$ cat src/rtl/wb_queue.sv
// wb_queue: ordered register-file write-back queue with hazard probe; define WB_QUEUE_FORWARD_EN to enable data forwarding
module wb_queue #(
   parameter int DEPTH = 4
) (
   input  logic        clk,
   input  logic        rst,
   input  logic        alu_valid,
   input  logic [4:0]  alu_dir,
   input  logic [31:0] alu_data,
   output logic        alu_ready,
   input  logic        mem_valid,
   input  logic [4:0]  mem_dir,
   input  logic [31:0] mem_data,
   output logic        mem_ready,
   output logic        reg_wr,
   output logic [4:0]  dir_wra,
   output logic [31:0] di,
   input  logic [4:0]  fwd_dir,
   output logic        haz_hit,
   output logic        fwd_hit,
   output logic [31:0] fwd_data,
   output logic        busy
);
   localparam int AW = $clog2(DEPTH);
   localparam int CW = AW + 1;
   logic [4:0]    dir_q  [DEPTH];
   logic [31:0]   data_q [DEPTH];
   logic [AW-1:0] rd_ptr, wr_ptr;
   logic [CW-1:0] count;
   logic          full, push, pop;
   logic [4:0]    in_dir;
   logic [31:0]   in_data;
   assign full      = count == CW'(DEPTH);
   assign mem_ready = !full;
   assign alu_ready = !full && !mem_valid;
   assign in_dir    = mem_valid ? mem_dir : alu_dir;
   assign in_data   = mem_valid ? mem_data : alu_data;
   // writes to r0 complete the handshake but are never queued
   assign push      = ((mem_valid && mem_ready) || (alu_valid && alu_ready)) && in_dir != 5'd0;
   assign pop       = count != '0;
   assign busy      = pop || reg_wr;
   // payload storage needs no reset; validity comes from count
   always_ff @(posedge clk) begin
      if (push) begin
         dir_q[wr_ptr]  <= in_dir;
         data_q[wr_ptr] <= in_data;
      end
   end
   // pointers, occupancy and registered write port
   always_ff @(posedge clk or negedge rst) begin
      if (!rst) begin
         rd_ptr  <= '0;
         wr_ptr  <= '0;
         count   <= '0;
         reg_wr  <= 1'b0;
         dir_wra <= '0;
         di      <= '0;
      end else begin
         if (push) wr_ptr <= wr_ptr + 1'b1;
         if (pop) rd_ptr <= rd_ptr + 1'b1;
         count  <= count + CW'(push) - CW'(pop);
         reg_wr <= pop;
         if (pop) begin
            dir_wra <= dir_q[rd_ptr];
            di      <= data_q[rd_ptr];
         end
      end
   end
   // hazard if the probed address is pending anywhere: queue or output port
   always_comb begin
      haz_hit = fwd_dir != 5'd0 && reg_wr && dir_wra == fwd_dir;
      for (int i = 0; i < DEPTH; i++)
         if (fwd_dir != 5'd0 && i < int'(count) && dir_q[rd_ptr + AW'(i)] == fwd_dir) haz_hit = 1'b1;
   end
`ifdef WB_QUEUE_FORWARD_EN
   // youngest match wins: output port first, then queue entries oldest to newest
   always_comb begin
      fwd_data = (reg_wr && dir_wra == fwd_dir) ? di : '0;
      for (int i = 0; i < DEPTH; i++)
         if (i < int'(count) && dir_q[rd_ptr + AW'(i)] == fwd_dir) fwd_data = data_q[rd_ptr + AW'(i)];
      if (!haz_hit) fwd_data = '0;
   end
   assign fwd_hit = haz_hit;
`else
   assign fwd_hit  = 1'b0;
   assign fwd_data = '0;
`endif
endmodule

$ cat config.mk
export PLATFORM = sky130hd
export DESIGN_NAME = wb_queue
export DESIGN_NICKNAME = d
export VERILOG_FILES = /design/src/rtl/wb_queue.sv
export SDC_FILE = /design/constraint.sdc
export NUM_CORES = 1
export LEC_CHECK = 0
export CAP_MARGIN = 20
export CORE_MARGIN = 3
export CORE_UTILIZATION = 54
export CTS_BUF_LIST = sky130_fd_sc_hd__clkbuf_4 sky130_fd_sc_hd__clkbuf_8
export DETAILED_ROUTE_END_ITERATION = 12
export GPL_TIMING_DRIVEN = 1
export PLACE_DENSITY_LB_ADDON = 0.2
export SLEW_MARGIN = 20
export SYNTH_ARGS = -nofsm -noshare
export SYNTH_HDL_FRONTEND = slang
export SYNTH_SLANG_ARGS = --single-unit
$ cat constraint.sdc
create_clock -name clk -period 2.8 [get_ports clk]
set_clock_uncertainty 0.15 [all_clocks]
set_input_delay 0.42 -clock clk [delete_from_list [all_inputs] [get_ports clk]]
set_output_delay 0.42 -clock clk [all_outputs]
set_load 0.005 [all_outputs]
* After elaboration in Yosys (flattened, before gate mapping)
Memory sizes are Yosys's and may differ from the RTL's. A register that Yosys moved wholly into a read port is not among the register bits.
Index checks and enable logic that the tools add are counted.
** Operators by class
- Add/subtract/negate cells :: 6
- Magnitude comparators :: 4
- Equal/unequal tests :: 6
- Muxes and demuxes :: 8
- Reduce and logical (&&, ||, !) cells :: 22
** Operators by type and width (count)
- $mux 32 :: 1
- $eq 5x5->1 :: 5
- $logic_and 1x1->1 :: 14
- $reduce_bool 5->1 :: 2
- $lt 1x3->1 const A :: 2
- $lt 2x3->1 const A :: 2
- $mux 1 :: 6
- $mux 5 :: 1
- $add 2x1->2 const B :: 2
- $add 2x2->2 const B :: 2
- $add 3x1->3 :: 1
- $eq 3x3->1 const B :: 1
- $logic_not 1->1 :: 3
- $reduce_bool 3->1 :: 1
- $sub 3x1->3 :: 1
- $logic_or 1x1->1 :: 2
** Word-level totals
- Bits in registers :: 13
- RAM bits :: 148
- Bits of input ports :: 83
- Logic and storage cells :: 53
- Memories :: 2
** Memory list
- data_q :: depth 4, width 32, read ports 1, clocked after memory_dff 1, write ports 1, RTL line 27 : logic [31:0] data_q [DEPTH];
- dir_q :: depth 4, width 5, read ports 4, clocked after memory_dff 0, write ports 1, RTL line 26 : logic [4:0] dir_q [DEPTH];

* Depth between registers and ports, before layout
- Depth after elaboration :: 8
- Gate-level depth with buffers :: 10
- Mapped depth without buffers :: 9

* Worst setup path after synthesis
Ideal clock, no wire load.
- Path kind :: input port to flip-flop
- Start point :: input mem_valid
- End point :: memory data_q[2][0] (enable)
- Arrival time :: 2411 ps
- Data required time :: 2252 ps
- Path slack :: -158 ps
- Stages :: 5
- Path buffers :: 1
- Cell sequence :: buf_4 mux2_2 nor3_1 a211oi_1 and2_1
** On the way
- Elaborated cells between the ends (all ways) :: 10
- Those cells by class :: mux (3); reduce/logical (7)
** RTL lines
- from (decl) :: RTL line 11 : input logic mem_valid,
- $mux 5 :: RTL line 36 : assign in_dir = mem_valid ? mem_dir : alu_dir;
- net in_dir[0] :: RTL line 31 : logic [4:0] in_dir;
- $reduce_bool 5->1 :: RTL line 39 : assign push = ((mem_valid && mem_ready) || (alu_valid && alu_ready)) && in_dir != 5'd0;
- $logic_and 1x1->1 :: RTL line 39
- $mux 1 :: RTL line 44 : if (push) begin
- $mux 1 (not written as such) :: RTL line 46 : data_q[wr_ptr] <= in_data;
- to (decl) :: RTL line 27
The timed path passes the listed nets, and every way through them passes these cells.

* Worst setup path after layout
- Start point :: register rd_ptr[0]
- End point :: output haz_hit
** On the way
- Cells in the longest elaborated chain, start to end :: 7
- Elaborated cells between the ends (all ways) :: 16
- Those cells by class :: add/sub (3); eq/ne (4); mux (4); reduce/logical (4); memory (1)
** RTL lines
- from (decl) :: RTL line 28 : logic [AW-1:0] rd_ptr, wr_ptr;
- from (signal assigned) :: RTL line 60 : if (pop) rd_ptr <= rd_ptr + 1'b1;
- $add 2x1->2 / $mem_v2 4x5 (equally long branches)
- $mem_v2 4x5 *
- $eq 5x5->1 / $logic_and 1x1->1 (equally long branches) :: RTL line 73 : if (fwd_dir != 5'd0 && i < int'(count) && dir_q[rd_ptr + AW'(i)] == fwd_dir) haz_hit = 1'b1;
- $logic_and 1x1->1 / $mux 1 (equally long branches) :: RTL line 73
- $mux 1 (2 in a row) :: RTL line 73
- $mux 1 * :: RTL line 73
- to (decl) :: RTL line 19 : output logic haz_hit,
Every way passes the cells marked *; elsewhere a longest branch is shown, timed or not.

==> results.md <==
- CTS clock-pin slew for the worst setup and hold paths: 0.09 ns
- Drt wl/cell: 18.0 µm
- Layout cells sized above 1: 24.6%
- Crit-path cells: mux4_2 > or3_4 > a2111oi_4 > a21oi_2 > nand4_1 > buf_2
- Hold Vio Cnt, Final: 0
- Post-Synthesis Cells: 543
- Vias/cell: 5.28
- Max clock buf depth: 2
- Starting DRT DRC Count: 290
- Initial Util: 55.8%
- Clk_lat worst skew: 0.45 ns
- Crit Path Category: register to primary output
- Vias: 4913
- # setup viols final: 1
- Final Non-Filler Cells: 930
- Die area: 17400 µm²
- Synthesized area per cell: 15.8 µm²
- Post-route setup slack: -0.227 ns
- Overflow after GRT: 0
- Placed inst area: 10200 µm²
- Largest net degree at the start of global routing: 38
- Synthesis-to-layout area growth: 24.9%
- Post-DRT Antenna Nets: 0
- Measured slew at the worst slew-check pin: 0.589 ns
- Worst setup EP type: primary output
- Period utilization: 108%
- Final WL: 16.7 mm
- Port bufs: 124
- Worst slew margin: 60.7%
- Die width: 132 µm
- Initial antenna violation count: 0
- Pleak: 4.04 nW
- Final RePlAce weighted congestion: 0.871
- Die Height: 132 µm
- Library cells used by synthesis: 34
- Tot GR Track Use: 19.7%
- Final Max Slew Viols: 0
- Worst EP required: 2.23 ns
- FP Rows: 45
- # diodes: 0
- Failing checks: negative setup slack
- Min-Delay Path Class: register to register
- CTS H-tree lvls: 4
- Fin crit period: 3.03 ns
- Clk sinks: 193
- CP Launch Type: register
- Slowest stage delay, CP: 0.53 ns
- Max Cap Viol: 0
- Cell Area, Synth: 8570 µm²
- DP HPWL: 11.8 mm
- Number of global-route vias before repair: 5119
- Nets: 798
- Router iterations before antenna repair: 4
- Fin Hold WS: 0.327 ns
- CP max stage cell: mux4_2
- FF-to-FF setup slack: 0.40 ns
- Arrival @ worst endpoint: 2.46 ns
- I/O Pins: 158
- Post-route cell area: 10700 µm²
- P per Cell Area: 1000 nW/µm²
- CP Max Fanout: 5
- Core ar.: 15400 µm²
- Unrepaired setup endpoints after global routing: true
- TritonCTS clock tree: done
- VDD IR max: 0.000488 V
- Placed instance count: 894
- Fmax: 330 MHz
- Status: finished with violations
- Number of synthesized register bits: 193
- Clk root buf: clkbuf_8
- Seq/Total Area, Yosys: 65.0%
- Most frequent cells in the layout: edfxtp_1 (148), clkdlybuf4s50_1 (121), nand2_1 (111)
- Leading cell type in the layout, fill and taps excluded: edfxtp_1
- Synth warnings: 0
- DRC viols: 0
- Global-route wire length before repair: 26.7 mm
- Num CTS Buffers: 17
sequential cells by signal, indices dropped and copies added, names as in the netlist:
signal and count:
count 3, data_q 128, di 32, dir_q 20
dir_wra 5, rd_ptr 2, reg_wr 1, wr_ptr 2
repair_timing:
action	in CTS	in global routing
hold buffers	1	0
pin swaps	2	3
gates resized for setup	8	5
buffers inserted	1	2
endpoints found under the setup margin	1	1
gates cloned	0	0
endpoints found under the hold margin	20	0
synthesized netlist by cell type:
library cell	instances	area, µm²
a21oi_1	2	10.0
or4_1	2	15.0
buf_4	35	263
o21ai_0	4	20.0
mux2i_1	8	80.1
buf_6	1	11.3
nand4_1	4	25.0
dfrtp_1	45	1130
inv_2	1	3.75
inv_1	10	37.5
mux2_2	39	439
xor2_1	10	87.6
mux4_1	4	105
xnor2_1	20	175
nor2_1	4	15.0
o31ai_1	1	7.51
a2111oi_0	1	8.76
nand3_1	3	15.0
fa_1	1	20.0
conb_1	1	3.75
a211oi_1	1	7.51
edfxtp_1	148	4440
or3_1	1	6.26
mux4_2	42	946
and2_1	4	25.0
ha_1	8	100
a2111oi_2	1	15.0
clkbuf_1	13	48.8
nand2b_1	1	6.26
nand2_1	111	417
buf_1	2	7.51
nor3_1	3	15.0
buf_2	10	50.1
nor4_1	2	12.5
final timing paths:
kind | depth (start not counted) | endpoint | startpoint
max in group asynchronous | 3 | rd_ptr[0] | rst
worst max-delay path | 6 | haz_hit | rd_ptr[0]
worst max register to register | 9 | count[2] | count[2]
min in group asynchronous | 2 | di[7] | rst
worst min-delay path | 2 | di[11] | di[11]
worst min register to register | 2 | di[11] | di[11]
per-stage QoR:
step	setup TNS (ns)	total power [mW]	setup slack [ns]	utilization, %
final	-0.227	10.7	-0.227	69.6
after global routing	-0.350	11.4	-0.350	69.6
after CTS	-0.232	10.8	-0.232	69.2
after detailed placement	-0.509	8.96	-0.242	66.4
after global placement	-0.492	8.78	-0.218	66.4
after floorplan	0	7.15	0.0571	-
report_power, final:
part,switching (mW),total [mW],internal (mW)
Sequential,0.401,4.57,4.17
Clock,0.924,1.78,0.853
Combinational,2.06,4.39,2.33
Total,3.38,10.7,7.35
layout make-up:
type	count	area [µm²]
sequential	193	5580
fill	1035	4670
multi-input combinational	310	2750
timing repair buffer	173	1670
clock buffer	20	269
tap	211	264
clock inverter	12	131
inverter	11	41.3
layer usage:
metal,global-route usage [%],share of wire (%),vias to the layer above
li1,-,-,2259
met1,25.1,42,2478
met2,34.9,53,155
met3,3.82,4.6,21
met4,5.25,1.3,0
met5,0,0,-
logic make-up (layout without fill, tap and decap cells):
| group | count (synthesis) | in the layout | synth area share (%) |
|---|---|---|---|
| muxes | 93 | 93 | 18.3 |
| AOI/OAI and AO/OA | 10 | 10 | 0.803 |
| buffers and inverters | 72 | 216 | 4.92 |
| DFF | 193 | 193 | 65.0 |
| xor gates and xnor gates | 30 | 30 | 3.07 |
| and+or+nand+nor | 135 | 135 | 6.44 |
| adders and majority gates | 9 | 9 | 1.40 |
| other | 1 | 33 | 0.0438 |
worst max-delay path: cells and delay by family (launching register included):
kind	cells	cell delay, ns
flops	1	0.46
simple gates	2	0.44
compound gates	2	0.45
mux	1	0.53
buf+inv	1	0.12
No activity file was read; power rests on OpenSTA's default activity.
